**config.mk**
```make
export PLATFORM = sky130hd
export DESIGN_NAME = light_arbiter
export DESIGN_NICKNAME = d
export VERILOG_FILES = /design/src/rtl/light_pkg.sv /design/src/rtl/light_arbiter_rr_pick4.sv /design/src/rtl/light_arbiter.sv
export SDC_FILE = /design/constraint.sdc
export NUM_CORES = 1
export LEC_CHECK = 0
export BUFFER_PORTS_ARGS = -buffer_cell sky130_fd_sc_hd__buf_2
export CAP_MARGIN = 20
export CORE_ASPECT_RATIO = 1.25
export CORE_MARGIN = 4
export CORE_UTILIZATION = 25
export DETAILED_ROUTE_END_ITERATION = 8
export PLACE_DENSITY = 0.47
export SETUP_SLACK_MARGIN = 0.02
export SLEW_MARGIN = 20
export SYNTH_ARGS = -nofsm -noshare
export SYNTH_HDL_FRONTEND = slang
export SYNTH_SLANG_ARGS = --single-unit
export TNS_END_PERCENT = 10
```
**constraint.sdc**
```tcl
create_clock -name clk -period 3.41 [get_ports clk]
set_clock_uncertainty 0.1 [all_clocks]
set_input_delay 0.682 -clock clk [delete_from_list [all_inputs] [get_ports clk]]
set_output_delay 0.682 -clock clk [all_outputs]
set_load 0.01 [all_outputs]
```
**src/rtl/light_pkg.sv**
```systemverilog
// Shared encodings for the demand-driven intersection light arbiter:
// simulator light codes, approach directions, FSM states and sensor bit positions.
package light_pkg;

  typedef enum logic [2:0] {
    L_STOP  = 3'b000,
    L_FWD   = 3'b001,
    L_LEFT  = 3'b010,
    L_RIGHT = 3'b011,
    L_GO    = 3'b100
  } light_e;

  typedef enum logic [1:0] {
    DIR_N = 2'd0,
    DIR_E = 2'd1,
    DIR_S = 2'd2,
    DIR_W = 2'd3
  } dir_e;

  typedef enum logic [1:0] {
    ST_IDLE  = 2'd0,
    ST_GREEN = 2'd1,
    ST_CLEAR = 2'd2
  } state_e;

  localparam int SENSOR_N = 6;
  localparam int SENSOR_S = 4;
  localparam int SENSOR_E = 5;
  localparam int SENSOR_W = 7;

  // Light for approach d given whether a grant is active and who holds it.
  function automatic logic [2:0] light_for(logic grant, dir_e holder, dir_e d);
    return (grant && (holder == d)) ? L_GO : L_STOP;
  endfunction

endpackage

```
**src/rtl/light_arbiter_rr_pick4.sv**
```systemverilog
// Round-robin picker: first set request strictly after `last`, wrapping
// around so `last` itself is considered only after the other three.
module rr_pick4 (
  input  logic [3:0] req,
  input  logic [1:0] last,
  output logic       found,
  output logic [1:0] next
);

  logic [1:0] idx;

  always_comb begin
    found = 1'b0;
    next  = last;
    idx   = last;
    for (int i = 1; i <= 4; i++) begin
      idx = last + 2'(i);
      if (!found && req[idx]) begin
        found = 1'b1;
        next  = idx;
      end
    end
  end

endmodule

```
**src/rtl/light_arbiter.sv**
```systemverilog
// Demand-driven four-way light arbiter: one Go at a time, round-robin between
// waiting approaches, with min/max green and an all-Stop clearance interval.
module light_arbiter
  import light_pkg::*;
#(
  parameter int MIN_GREEN    = 16,
  parameter int MAX_GREEN    = 64,
  parameter int CLEAR_CYCLES = 4
) (
  input  logic        clk,
  input  logic        rst,
  input  logic [7:0]  sensor_light,
  input  logic [29:0] general_sensors,
  output logic [2:0]  outN,
  output logic [2:0]  outS,
  output logic [2:0]  outE,
  output logic [2:0]  outW,
  output logic [29:0] debug_port
);

  localparam logic [7:0] MIN_LAST   = 8'(MIN_GREEN - 1);
  localparam logic [7:0] MAX_LAST   = 8'(MAX_GREEN - 1);
  localparam logic [7:0] CLEAR_LAST = 8'(CLEAR_CYCLES - 1);

  state_e     state_q, state_d;
  logic [7:0] timer_q, timer_d;
  dir_e       last_q, last_d;
  logic [3:0] req_q, req_d;
  logic       pick_found;
  logic [1:0] pick_dir;
  logic       gap_out, max_out, grant_d;
  logic [3:0] others;

  logic unused_inputs;
  assign unused_inputs = ^{general_sensors, sensor_light[3:0]};

  assign req_d = {sensor_light[SENSOR_W], sensor_light[SENSOR_S],
                  sensor_light[SENSOR_E], sensor_light[SENSOR_N]};

  rr_pick4 u_pick (
    .req   (req_q),
    .last  (last_q),
    .found (pick_found),
    .next  (pick_dir)
  );

  assign others  = req_q & ~(4'b0001 << last_q);
  assign gap_out = (timer_q >= MIN_LAST) && !req_q[last_q];
  assign max_out = (timer_q >= MAX_LAST) && (others != 4'b0000);

  always_comb begin
    state_d = state_q;
    timer_d = timer_q;
    last_d  = last_q;
    case (state_q)
      ST_CLEAR: begin
        if (timer_q == CLEAR_LAST) begin
          if (pick_found) begin
            state_d = ST_GREEN;
            last_d  = dir_e'(pick_dir);
            timer_d = 8'd0;
          end else begin
            state_d = ST_IDLE;
          end
        end else begin
          timer_d = timer_q + 8'd1;
        end
      end
      ST_IDLE: begin
        if (pick_found) begin
          state_d = ST_GREEN;
          last_d  = dir_e'(pick_dir);
          timer_d = 8'd0;
        end
      end
      ST_GREEN: begin
        if (gap_out || max_out) begin
          state_d = ST_CLEAR;
          timer_d = 8'd0;
        end else if (timer_q != 8'hFF) begin
          timer_d = timer_q + 8'd1;
        end
      end
      default: begin
        state_d = ST_CLEAR;
        timer_d = 8'd0;
      end
    endcase
  end

  assign grant_d = (state_d == ST_GREEN);

  // Lights are registered from the next-state values so they change on the
  // same edge as the state they reflect.
  always_ff @(posedge clk) begin
    if (!rst) begin
      state_q <= ST_CLEAR;
      timer_q <= 8'd0;
      last_q  <= DIR_W;
      req_q   <= 4'b0000;
      outN    <= L_STOP;
      outS    <= L_STOP;
      outE    <= L_STOP;
      outW    <= L_STOP;
    end else begin
      state_q <= state_d;
      timer_q <= timer_d;
      last_q  <= last_d;
      req_q   <= req_d;
      outN    <= light_for(grant_d, last_d, DIR_N);
      outS    <= light_for(grant_d, last_d, DIR_S);
      outE    <= light_for(grant_d, last_d, DIR_E);
      outW    <= light_for(grant_d, last_d, DIR_W);
    end
  end

  assign debug_port = {14'd0, req_q, state_q, last_q, timer_q};

endmodule

```
== Word-level counts from Yosys, hierarchy flattened ==
Index checks and enable logic that the tools add are counted.

* $add $sub $neg: 4
* $lt $le $gt $ge: 6
* Equal/unequal tests: 9
* Shift-type cells: 1
* Mux-type cells: 33
* Bitwise logic cells: 2
* Reduce and logical (&&, ||, !) cells: 17

{| class="wikitable"
|+ Operators by type and width
! cell !! number
|-
| 8-bit two-way mux || 4
|-
| 8-bit one-hot mux with 3 select lines || 1
|-
| 2-bit two-way mux || 9
|-
| 2-bit by 3-bit < comparator with 1-bit output, second input constant || 4
|-
| 3-bit two-way mux || 4
|-
| 1-bit logical AND || 9
|-
| 1-bit two-way mux || 9
|-
| 8-bit by 1-bit adder with 8-bit output, second input constant || 1
|-
| 1-bit binary-select mux with 2-bit select || 4
|-
| 8-bit by 2-bit equality test with 1-bit output, second input constant || 1
|-
| 8-bit by 4-bit greater-or-equal comparator with 1-bit output, second input constant || 1
|-
| 8-bit by 6-bit greater-or-equal comparator with 1-bit output, second input constant || 1
|-
| 8-bit != test, second input constant || 1
|-
| 2-bit by 1-bit equality test with 1-bit output, second input constant || 3
|-
| 2-bit equality test, second input constant || 3
|-
| 2-bit one-hot mux with 3 select lines || 1
|-
| 2-bit adder, second input constant || 2
|-
| 4-bit bitwise AND || 1
|-
| 1-bit logical NOT || 4
|-
| 2-bit logical NOT || 2
|-
| 4-bit NOT || 1
|-
| 2-bit one-hot mux with 2 select lines || 1
|-
| 4-bit nonzero test || 1
|-
| 1-bit by 2-bit left shift with 4-bit output, first input constant || 1
|-
| other kinds (3) || 3
|}

* Register bits: 28
* Input bits: 40
* Output and inout port bits: 42
* Word-level logic and storage cells: 80

== Logic depth before layout (Yosys ltp) ==
Gate-level depths: netlist of the first run.

* Depth after elaboration: 19
* Gate-level depth with buffers: 10
* Gate-level depth less buffers: 8

== Cells and area by module ==
Synthesis of the first run repeated with hierarchy kept, for this count alone.

* Cell total of the unflattened synthesis: 158
* Area, all modules: 1320.0 um^2

{| class="wikitable"
|+ Modules (own cells, without submodules)
! module !! times used !! cells each !! area an instance (um^2) !! seq. area each (um^2)
|-
| light_arbiter || 1 || 144 || 1237.4 || 400.4
|-
| rr_pick4 || 1 || 14 || 82.6 || 0.0
|}

== Least setup slack after synthesis of the first run ==
Ideal clock, no wire load.

* Path type: reg2reg
* Start: register last_q[0]
* End: register outE[2]
* Setup time: 0.115 ns
* Arrival: 2.507 ns
* Data required time: 3.195 ns
* Setup slack: 0.688 ns
* Stages on the path, launching flop included: 11
* Path buffers: 2
* Period minus slack after synthesis: 2.722 ns
* Cell sequence: dfxtp_1 buf_2 inv_1 ha_1 clkbuf_1 mux4_2 nor2_1 mux2i_1 o21ai_1 o21ai_2 and2_1

* Cells in the longest elaborated chain, start to end: 19
* Elaborated cells on any way between the ends: 45
* Those cells by class: 3 x add/sub; 2 x eq/ne; 1 x shift; 25 x mux; 2 x bitwise; 12 x reduce/logical

{| class="wikitable"
|+ Ends and longest elaborated chain
! what !! RTL line !! source
|-
| from (decl) || light_arbiter.sv:27 || <nowiki>dir_e last_q, last_d;</nowiki>
|-
| from (signal assigned) || light_arbiter.sv:108 || <nowiki>last_q <= last_d;</nowiki>
|-
| 2-bit by 1-bit adder with 2-bit output || light_arbiter_rr_pick4.sv:17 || <nowiki>idx = last + 2'(i);</nowiki>
|-
| 1-bit binary-select mux with 2-bit select || light_arbiter_rr_pick4.sv:18 || <nowiki>if (!found && req[idx]) begin</nowiki>
|-
| 1-bit two-way mux (implied by the code) || light_arbiter_rr_pick4.sv:18 ||
|-
| 1-bit two-way mux || light_arbiter_rr_pick4.sv:18 ||
|-
| 1-bit logical NOT || light_arbiter_rr_pick4.sv:18 ||
|-
| 1-bit logical AND || light_arbiter_rr_pick4.sv:18 ||
|-
| 1-bit two-way mux || light_arbiter_rr_pick4.sv:18 ||
|-
| 1-bit logical NOT || light_arbiter_rr_pick4.sv:18 ||
|-
| [3 not listed] || - ||
|-
| 1-bit logical AND || light_arbiter_rr_pick4.sv:18 ||
|-
| 1-bit two-way mux or 2-bit two-way mux (tied branches) || light_arbiter_rr_pick4.sv:18 ||
|-
| 1-bit two-way mux or 2-bit two-way mux (tied branches) || light_arbiter.sv:58, light_arbiter.sv:70 ||
|-
| 2-bit two-way mux || light_arbiter.sv:57 || <nowiki>if (timer_q == CLEAR_LAST) begin</nowiki>
|-
| 2-bit one-hot mux with 3 select lines or 2-bit one-hot mux with 2 select lines (tied branches) || light_arbiter.sv:55 || <nowiki>case (state_q)</nowiki>
|-
| 2-bit by 1-bit equality test with 1-bit output (on tied branches) || light_arbiter.sv:91, light_pkg.sv:33 ||
|-
| 1-bit logical AND (*) || light_pkg.sv:33 || <nowiki>return (grant && (holder == d)) ? L_GO : L_STOP;</nowiki>
|-
| 3-bit two-way mux (*) || light_pkg.sv:33 ||
|-
| to (signal assigned) || light_arbiter.sv:112 || <nowiki>outE <= light_for(grant_d, last_d, DIR_E);</nowiki>
|-
| to (decl) || light_arbiter.sv:16 || <nowiki>output logic [2:0] outE,</nowiki>
|}

Mark *: on every way between the ends. The rest lies on a longest branch, timed or not. The select of a mux whose other input is x is not followed.
A chain may end at the register's enable or synchronous reset.

== Worst setup path after layout of the first run ==
* Start: register last_q[1]
* End: register outE[2]

Same word-level chain as after synthesis.

==> results of run 1 <==
-- state kept, by name, indices dropped and copies added (netlist names) --
| name | flops |
|---|---|
| state_q | 2 |
| last_q | 2 |
| outE | 1 |
| outW | 1 |
| outS | 1 |
| timer_q | 8 |
| outN | 1 |
| req_q | 4 |
-- worst paths after layout --
| check | start | to | slack, ns | depth (start not counted) |
|---|---|---|---|---|
| hold reg to reg | timer_q[1] | timer_q[1] | 0.43 | 2 |
| setup reg to reg | last_q[1] | outE[2] | 0.84 | 8 |
| setup / recovery | last_q[1] | outE[2] | 0.84 | 8 |
| hold / removal | timer_q[1] | timer_q[1] | 0.43 | 2 |
-- Yosys cell counts, types with 6 or more instances --
cell type	n
dfxtp_1	20
nor2b_1	6
inv_1	7
a21oi_1	8
and2_1	8
buf_4	22
clkbuf_1	7
mux2i_1	6
nand3_1	8
nand2_1	23
nor2_1	9
-- power by group through the flow --
stage | combinational, mW | sequential, mW | clock, mW
2_1_floorplan | 0.493 | 0.344 | 0
3_3_place_gp | 0.616 | 0.343 | 0
3_5_place_dp | 0.616 | 0.343 | 0
4_1_cts | 0.619 | 0.338 | 0.165
5_1_grt | 0.689 | 0.347 | 0.174
6_report | 0.614 | 0.338 | 0.156
-- through the flow --
step                instance area (um^2)  hold WS [ns]  util [%]
global route                        1680         0.460      28.6
finish                              1680         0.427      28.6
global placement                    1640         0.417      27.9
floorplan                           1610         0.425         -
CTS                                 1680         0.435      28.6
detailed placement                  1640         0.423      27.9
-- final cells by class --
class,instances,area [um^2]
fill,654,4210
multi-input combinational,150,973
sequential,20,400
timing repair buffer,27,140
tap,82,103
clock buffer,3,41.3
inverter,7,26.3
-- routing by layer --
layer | vias up | GRT usage, % | part of all wire (%)
li1 | 659 | - | -
met1 | 630 | 13.2 | 44
met2 | 41 | 16.7 | 51
met3 | 2 | 1.98 | 5.0
met4 | 0 | 1.31 | 0.33
met5 | - | 0 | 0
-- cell families (layout without fill, tap and decap cells) --
kind of cell | Yosys count | after routing | synth area share (%)
mux | 9 | 9 | 8.32
buf+inv | 39 | 37 | 15.6
fa+ha+maj | 5 | 5 | 4.08
flops | 20 | 20 | 26.1
compound gates | 38 | 38 | 19.1
simple gates | 74 | 74 | 25.4
xor+xnor | 2 | 2 | 1.14
other cells | 1 | 22 | 0.244
-- worst max-delay path, cell delays in order (launching register included) --
cell and delay [ns]:
dfxtp_1 0.48, inv_1 0.13, ha_1 0.54, mux4_2 0.58, nor2_1 0.14, mux2i_1 0.09
o21ai_1 0.17, o21ai_2 0.11, and2_1 0.14
==> results.yml, run 1 <==
outcome:
  status: "finished clean"
timing:
  tns_ns: 0
  rsz0062_at_grt: "no"
  drv_slew: 0
  fin_crit_sh_pct: 75.5
  hold_viol: 0
  fmax_mhz: 388
  fin_crit_ns: 2.57
  worst_slack_ns: 0.835
  setup_viol: 0
place:
  dp_hpwl_um: 2700
  dp_cells: 286
  place_ws_ns: 0.864
  place.port_buffers: 25
  place_congestion: 0.796
clock_tree:
  clockBufferDepth: 2
  cts_setup_buffers: 0
  cts.clk_slew.worst_paths_ns: 0.08
  post_cts_resized: 0
  insertion_delay_ns: 0.26
  numCtsBuffers: 3
  cts_max_level: 1
  cts_hold_buf: 0
  root_buffer: "clkbuf_8"
  cts_tree: "done"
  cts.sinks: 20
hold_path:
  hold_path_class: "reg2reg"
route:
  first_pass_iters: 4
  vias_per_cell: 4.61
  wl_um: 3640
  ant_nets: 0
  wire_per_inst_um: 12.6
  drtIter0Drc: 103
  drc: 0
  vias: 1332
layout:
  area_growth_pct: 9.79
  num_antenna_cells: 0
  layout.cells.most_common_list: "buf_2 (25), nand2_1 (23), conb_1 (22)"
  final_common_cell: "buf_2"
  nets: 254
  instances_no_fill: 289
  drive_gt1_share_pct: 20.3
synthesis:
  async_flop_share_pct: 0
  syn_area_per_cell_um2: 8.16
  synth_cells: 188
  synth_area_leaders: "dfxtp_1 (26%), buf_4 (11%), nand2_1 (5.6%)"
  synth_top_area_cell: "dfxtp_1"
  post_synth_num_cell_types: 51
  synth_top_area_share_pct: 26.1
  yosysWarnings: 0
  syn_area_um2: 1530
  synth.ff_latch_count: 20
  synthFlopType: "dfxtp_1"
  synth_seq_area_share_pct: 26.1
  synth_edf_count: 0
setup_path:
  cp-start-kind: "flop"
  cp-end-kind: "flop"
  critPathArrivalTime_ns: 2.63
  critPathKind: "reg2reg"
  cp_max_fo: 10
  required_ns: 3.46
grt:
  grt_usage_pct: 9.85
  antenna_found_initial: 0
  grt_pass1_vias: 1201
  grt-ovfl-total: 0
  grt_max_degree: 18
  grt_pass1_wl_um: 6030
pwr:
  swShare_pct: 43.0
  p_per_area_nw_per_um2: 658
  p_switching_uw: 476
  clockPowerShare_pct: 14.0
  design_power_total_mw: 1.11
  p_leak_nw: 0.764
  p_int_uw: 631
  seqPwrFrac_pct: 30.5
  peakVddDrop_mv: 0.303
  p_comb_share_pct: 55.4
floorplanning:
  ios: 82
  num_rows: 31
  start_util_pct: 26.0
  die_y_um: 95.6
  fp.coreArea_um2: 5900
  die_area_um2: 7460
  die_w_um: 78.1
flow_run:
  max_cap_viol_count: 0
(Power assumes the default switching activity.)
==> run 2, diff against run 1 <==
--- a/config.mk
+++ b/config.mk
@@ -5,13 +5,14 @@
 export SDC_FILE = /design/constraint.sdc
 export NUM_CORES = 1
 export LEC_CHECK = 0
+export ABC_AREA = 1
 export BUFFER_PORTS_ARGS = -buffer_cell sky130_fd_sc_hd__buf_2
 export CAP_MARGIN = 20
 export CORE_ASPECT_RATIO = 1.25
 export CORE_MARGIN = 4
 export CORE_UTILIZATION = 25
 export DETAILED_ROUTE_END_ITERATION = 8
-export PLACE_DENSITY = 0.47
+export PLACE_DENSITY = 0.46
 export SETUP_SLACK_MARGIN = 0.02
 export SLEW_MARGIN = 20
 export SYNTH_ARGS = -nofsm -noshare
==> constraint.sdc (replaced) <==
create_clock -name clk -period 2.4 [get_ports clk]
set_clock_uncertainty 0.1 [all_clocks]
set_input_delay 0.48 -clock clk [delete_from_list [all_inputs] [get_ports clk]]
set_output_delay 0.48 -clock clk [all_outputs]
set_load 0.01 [all_outputs]
==> run 2 against run 1 <==
First-iteration DRC count down 32%. Combinational power up 34%. Synthesized cell count up 21%. Non-clock buffer count up 1. Critical path depth up 2. Maximum frequency up 27%. Count of clock-buffer cells in the layout unchanged. Critical endpoint is now timer_q[1]. Largest cell class unchanged.
==> results.yml, run 2 <==
place:
  place_ws_ns: 0.353
  place_area_um2: 1720
  dp_hpwl_um: 2730
  place.port_buffers: 25
  place_congestion: 0.776
pwr:
  p_per_area_nw_per_um2: 901
  clockPowerShare_pct: 21.5
  p_int_uw: 898
  seqPwrFrac_pct: 27.4
  p_switching_uw: 718
  peakVddDrop_mv: 0.334
  p_comb_share_pct: 51.0
  p_leak_nw: 0.987
  swShare_pct: 44.4
timing:
  fin_crit_sh_pct: 84.2
  worst_slack_ns: 0.379
  drv_slew: 0
  hold_viol: 0
  tns_ns: 0
  hold_slack_ns: 0.294
  fin_crit_ns: 2.02
  rsz0062_at_grt: "no"
  fmax_mhz: 495
  setup_viol: 0
layout:
  area_growth_pct: 14.3
  final_util_pct: 29.3
  fin_area_um2: 1790
  drive_gt1_share_pct: 27.3
  final_common_cell: "nand2_1"
  multi_input_area_um2: 928
  top_register: "timer_q"
  num_antenna_cells: 0
  nets: 302
  largest_register_ffs: 8
  largestRegisters: "timer_q: 8 flops, req_q: 4 flops"
  layout.cells.most_common_list: "nand2_1 (63), inv_1 (31), buf_2 (25)"
  regArea_um2: 400
  fillers: 699
synthesis:
  synth_area_leaders: "dfxtp_1 (25%), nand2_1 (15%), buf_4 (11%)"
  synth.ff_latch_count: 20
  syn_area_per_cell_um2: 6.92
  synth_cells: 227
  synthFlopType: "dfxtp_1"
  syn_area_um2: 1570
  synth_seq_area_share_pct: 25.5
  synth_top_area_share_pct: 25.5
  yosysWarnings: 0
  post_synth_num_cell_types: 33
  async_flop_share_pct: 0
  synth_edf_count: 0
  ys_top_cells_by_count: "nand2_1 (63), inv_1 (31), buf_4 (22)"
  yosysMostFrequentCell: "nand2_1"
  synth_top_area_cell: "dfxtp_1"
floorplanning:
  die_y_um: 96.6
  fp.coreArea_um2: 6130
  num_rows: 32
  start_util_pct: 25.6
  ios: 82
  die_w_um: 78.9
  die_area_um2: 7620
setup_path:
  crit_top_cell: "nand2_1"
  regToRegEndpoint: "timer_q[1]"
  critPathArrivalTime_ns: 2.12
  worstPathCellList: "buf_4 -> ha_1 -> inv_1 -> nand2_1 -> o21ai_0 -> o21ai_2 -> nand4_4 -> nand2_2 -> nand2_1 -> a21oi_1"
  cp-end-kind: "flop"
  cp-start-kind: "flop"
  setup.worst_path.end: "timer_q[1]"
  slowest_stage: "dfxtp_1"
  required_ns: 2.50
  r2r-start: "last_q[0]"
  critPathLaunch: "last_q[0]"
  critPathMaxStageDelay_ns: 0.44
  r2r_cells: 10
  critPathKind: "reg2reg"
  r2r_setup_slack_ns: 0.38
  cp_max_fo: 11
route:
  drc: 0
  wl_um: 3450
  first_pass_iters: 4
  wire_per_inst_um: 10.1
  met3_length_um: 159
  met1Wirelength_um: 1450
  wl_met2_um: 1780
  ant_nets: 0
  vias_per_cell: 3.92
  vias: 1336
  drtIter0Drc: 70
  top_layer: "met4"
hold_path:
  hold_path_class: "in2reg"
flow_run:
  max_cap_viol_count: 0
grt:
  antenna_found_initial: 0
  grt-ovfl-total: 0
  grt_pass1_vias: 1218
  grt_pass1_wl_um: 5790
  grt_max_degree: 14
  grt_usage_pct: 9.50
clock_tree:
  numCtsBuffers: 3
  cts_tree: "done"
  cts_max_level: 1
  post_cts_resized: 0
  cts_setup_buffers: 0
  root_buffer: "clkbuf_8"
  clockBufferDepth: 2
  cts.clk_slew.worst_paths_ns: 0.09
  cts.sinks: 20
  insertion_delay_ns: 0.27
  cts_hold_buf: 0
outcome:
  status: "finished clean"
-- run 2: worst min path at each step --
stage / start / slack [ns] / depth (start not counted) / endpoint
after CTS: sensor_light[6] / 0.29 / 3 / req_q[0]
after detailed placement: timer_q[1] / 0.39 / 2 / timer_q[1]
after global routing: sensor_light[5] / 0.29 / 3 / req_q[1]
after floorplan: timer_q[1] / 0.41 / 2 / timer_q[1]
after global placement: timer_q[1] / 0.39 / 2 / timer_q[1]
final: sensor_light[6] / 0.29 / 3 / req_q[0]
-- run 2: area by class of cell --
| cell class | count | area share, % |
|---|---|---|
| sequential | 20 | 22.3 |
| tap | 85 | 5.93 |
| clock inverter | 1 | 1.67 |
| clock buffer | 3 | 2.30 |
| timing repair buffer | 28 | 8.23 |
| multi-input combinational | 169 | 51.7 |
| inverter | 35 | 7.81 |
-- run 2: kinds of logic (layout without fill, tap and decap cells) --
logic type      Yosys count  count (layout)  synth area share [%]
other cells               1              22                 0.239
fa+ha+maj                 5               5                  3.98
simple gates            128             128                  43.1
buf+inv                  59              67                  20.4
flops                    20              20                  25.5
compound gates           10              10                  4.54
xor+xnor                  4               4                  2.23
-- run 2: stage by stage --
stage / instances / power [mW]
4_1_cts: 341 / 1.65
5_1_grt: 341 / 1.78
3_5_place_dp: 337 / 1.29
2_1_floorplan: 248 / 1.10
6_report: 341 / 1.62
3_3_place_gp: 337 / 1.28
-- run 2: per-layer routing --
layer  vias up  global-route usage, %
met3         4                   1.86
met2        30                   16.5
li1        715                      -
met5         -                      0
met4         0                   4.10
met1       587                   11.2
-- run 2: power groups by stage --
stage | combinational, mW | sequential (mW) | clock (mW)
6_report | 0.825 | 0.443 | 0.348
4_1_cts | 0.844 | 0.444 | 0.359
2_1_floorplan | 0.629 | 0.475 | 0
3_5_place_dp | 0.842 | 0.451 | 0
3_3_place_gp | 0.832 | 0.452 | 0
5_1_grt | 0.947 | 0.451 | 0.377
-- run 2: critical path: cells and delay by family, from the launching register on --
family / cells / cell delay, ns
AO/OA/AOI/OAI: 3 / 0.53
adder cells (fa/ha/maj): 1 / 0.15
buffers and inverters: 2 / 0.26
flip-flops: 1 / 0.44
AND/OR/NAND/NOR: 4 / 0.47
==> run 3, diff against run 2 <==
--- a/config.mk
+++ b/config.mk
@@ -12,7 +12,7 @@
 export CORE_MARGIN = 4
 export CORE_UTILIZATION = 25
 export DETAILED_ROUTE_END_ITERATION = 8
-export PLACE_DENSITY = 0.46
+export PLACE_DENSITY = 0.48
 export SETUP_SLACK_MARGIN = 0.02
 export SLEW_MARGIN = 20
 export SYNTH_ARGS = -nofsm -noshare
==> constraint.sdc (replaced) <==
create_clock -name clk -period 1.7 [get_ports clk]
set_clock_uncertainty 0.1 [all_clocks]
set_input_delay 0.34 -clock clk [delete_from_list [all_inputs] [get_ports clk]]
set_output_delay 0.34 -clock clk [all_outputs]
set_load 0.01 [all_outputs]
==> run 3 against run 2 <==
Core utilization up 4.0 points. Die area unchanged. Sequential cell count unchanged. Non-clock buffer count up 15. Highest routed layer unchanged.
==> results.yml, run 3 (same netlist as run 2, synthesis figures left out) <==
clock_tree:
  cts_tree: "done"
  cts.sinks: 20
  root_buffer: "clkbuf_8"
  clockBufferDepth: 2
  cts_max_level: 1
  insertion_delay_ns: 0.27
  numCtsBuffers: 3
  cts_hold_buf: 0
  cts.clk_slew.worst_paths_ns: 0.08
route:
  wire_per_inst_um: 10.2
  drtIter0Drc: 34
  vias_per_cell: 3.95
  ant_nets: 0
  drc: 0
  wl_um: 3650
  first_pass_iters: 4
  vias: 1410
flow_run:
  max_cap_viol_count: 0
setup_path:
  cp-start-kind: "flop"
  r2r-start: "last_q[0]"
  critPathMaxStageDelay_ns: 0.41
  slowest_stage: "dfxtp_4"
  cp_max_fo: 6
  critPathKind: "reg2reg"
  r2r_setup_slack_ns: 0.02
  cp-end-kind: "flop"
  required_ns: 1.81
  r2r_cells: 10
  crit_top_cell: "o21ai_2"
  regToRegEndpoint: "outS[2]"
  critPathArrivalTime_ns: 1.79
  worstPathCellList: "ha_2 -> inv_1 -> nand2_1 -> o21ai_2 -> o21ai_2 -> buf_6 -> nand3_4 -> a21oi_4 -> nand2_2 -> nor2_2"
layout:
  largestRegisters: "timer_q: 8 flops, req_q: 4 flops"
  final_common_cell: "nand2_1"
  fin_area_um2: 2040
  num_antenna_cells: 0
  nets: 318
  top_register: "timer_q"
  area_growth_pct: 30.0
  largest_register_ffs: 8
  layout.cells.most_common_list: "nand2_1 (59), inv_1 (27), buf_2 (25)"
  drive_gt1_share_pct: 38.2
pwr:
  p_comb_share_pct: 57.3
  p_int_mw: 1.50
  clockPowerShare_pct: 18.5
  p_per_area_nw_per_um2: 1310
  seqPwrFrac_pct: 24.3
  swShare_pct: 43.7
  peakVddDrop_mv: 0.572
  p_switching_mw: 1.17
  p_leak_nw: 1.09
place:
  place_area_um2: 1820
  place_congestion: 0.776
  place.port_buffers: 25
  dp_hpwl_um: 2810
floorplanning:
  start_util_pct: 25.6
  die_y_um: 96.6
  ios: 82
  fp.coreArea_um2: 6130
  num_rows: 32
  die_area_um2: 7620
  die_w_um: 78.9
grt:
  grt-ovfl-total: 0
  grt_max_degree: 13
  antenna_found_initial: 0
  grt_pass1_wl_um: 6210
  grt_pass1_vias: 1338
  grt_usage_pct: 10.1
hold_path:
  hold_path_class: "in2reg"
  holdPathStages: 3
  hp-start: "sensor_light[6]"
  hold_path_end: "req_q[0]"
timing:
  tns_ns: 0
  rsz0062_at_grt: "yes"
  fmax_mhz: 594
  setup_viol: 0
  drv_slew: 0
  fin_crit_sh_pct: 99.0
  fin_crit_ns: 1.68
  hold_viol: 0
outcome:
  status: "finished clean"
-- run 3: timing repair --
item,4_1_cts,5_1_grt
gates resized for setup,13,12
setup endpoints to repair,12,14
setup buffers,2,3
pin swaps,11,9
gates cloned,1,0
-- run 3: area by class of cell --
type / instances / area [um^2]
fill: 695 / 4090
multi-input combinational: 170 / 1050
sequential: 20 / 407
timing repair buffer: 43 / 264
inverter: 35 / 143
tap: 85 / 106
clock buffer: 3 / 41.3
clock inverter: 1 / 30.0
-- run 3: per-stage QoR --
| stage | std cells | power (mW) | util (%) | hold WS [ns] | setup WS [ns] |
|---|---|---|---|---|---|
| floorplan | 248 | 1.59 | - | 0.333 | 0.00232 |
| global placement | 347 | 1.92 | 29.6 | 0.418 | -0.0663 |
| detailed placement | 347 | 1.93 | 29.6 | 0.427 | -0.0599 |
| CTS | 354 | 2.57 | 32.4 | 0.143 | -0.0138 |
| global route | 357 | 2.91 | 33.3 | 0.148 | -0.128 |
| finish | 357 | 2.67 | 33.3 | 0.150 | 0.0175 |
-- run 3: how the worst max path moves through the flow --
stage                     from         end  slack [ns]  cells after the start
floorplan            last_q[0]  timer_q[6]       0.002                     12
global placement     last_q[0]  timer_q[4]       -0.07                     11
detailed placement   last_q[0]  timer_q[5]       -0.06                     11
CTS                  last_q[0]     outS[2]       -0.01                     10
global route        timer_q[1]  timer_q[4]       -0.13                     11
finish               last_q[0]     outS[2]        0.02                     10
-- run 3: critical path: cells and delay by family (launching register included) --
kind,cells,cell delay (ns)
AOI/OAI and AO/OA,3,0.44
DFF,1,0.41
and+or+nand+nor,4,0.33
buffers and inverters,2,0.19
adders and majority gates,1,0.17
-- run 3: layer usage --
layer	vias to the layer above	track usage, %	part of all wire [%]
met3	5	1.40	3.6
met5	-	0	0
met4	0	3.97	1.7
met1	631	12.1	44
met2	26	17.9	51
li1	748	-	-
-- run 3: power groups by stage --
| stage | clock network (mW) | logic [mW] | registers, mW |
|---|---|---|---|
| CTS | 0.510 | 1.41 | 0.646 |
| global route | 0.527 | 1.73 | 0.662 |
| global placement | 0 | 1.27 | 0.650 |
| detailed placement | 0 | 1.28 | 0.649 |
| finish | 0.493 | 1.53 | 0.648 |
| floorplan | 0 | 0.909 | 0.677 |
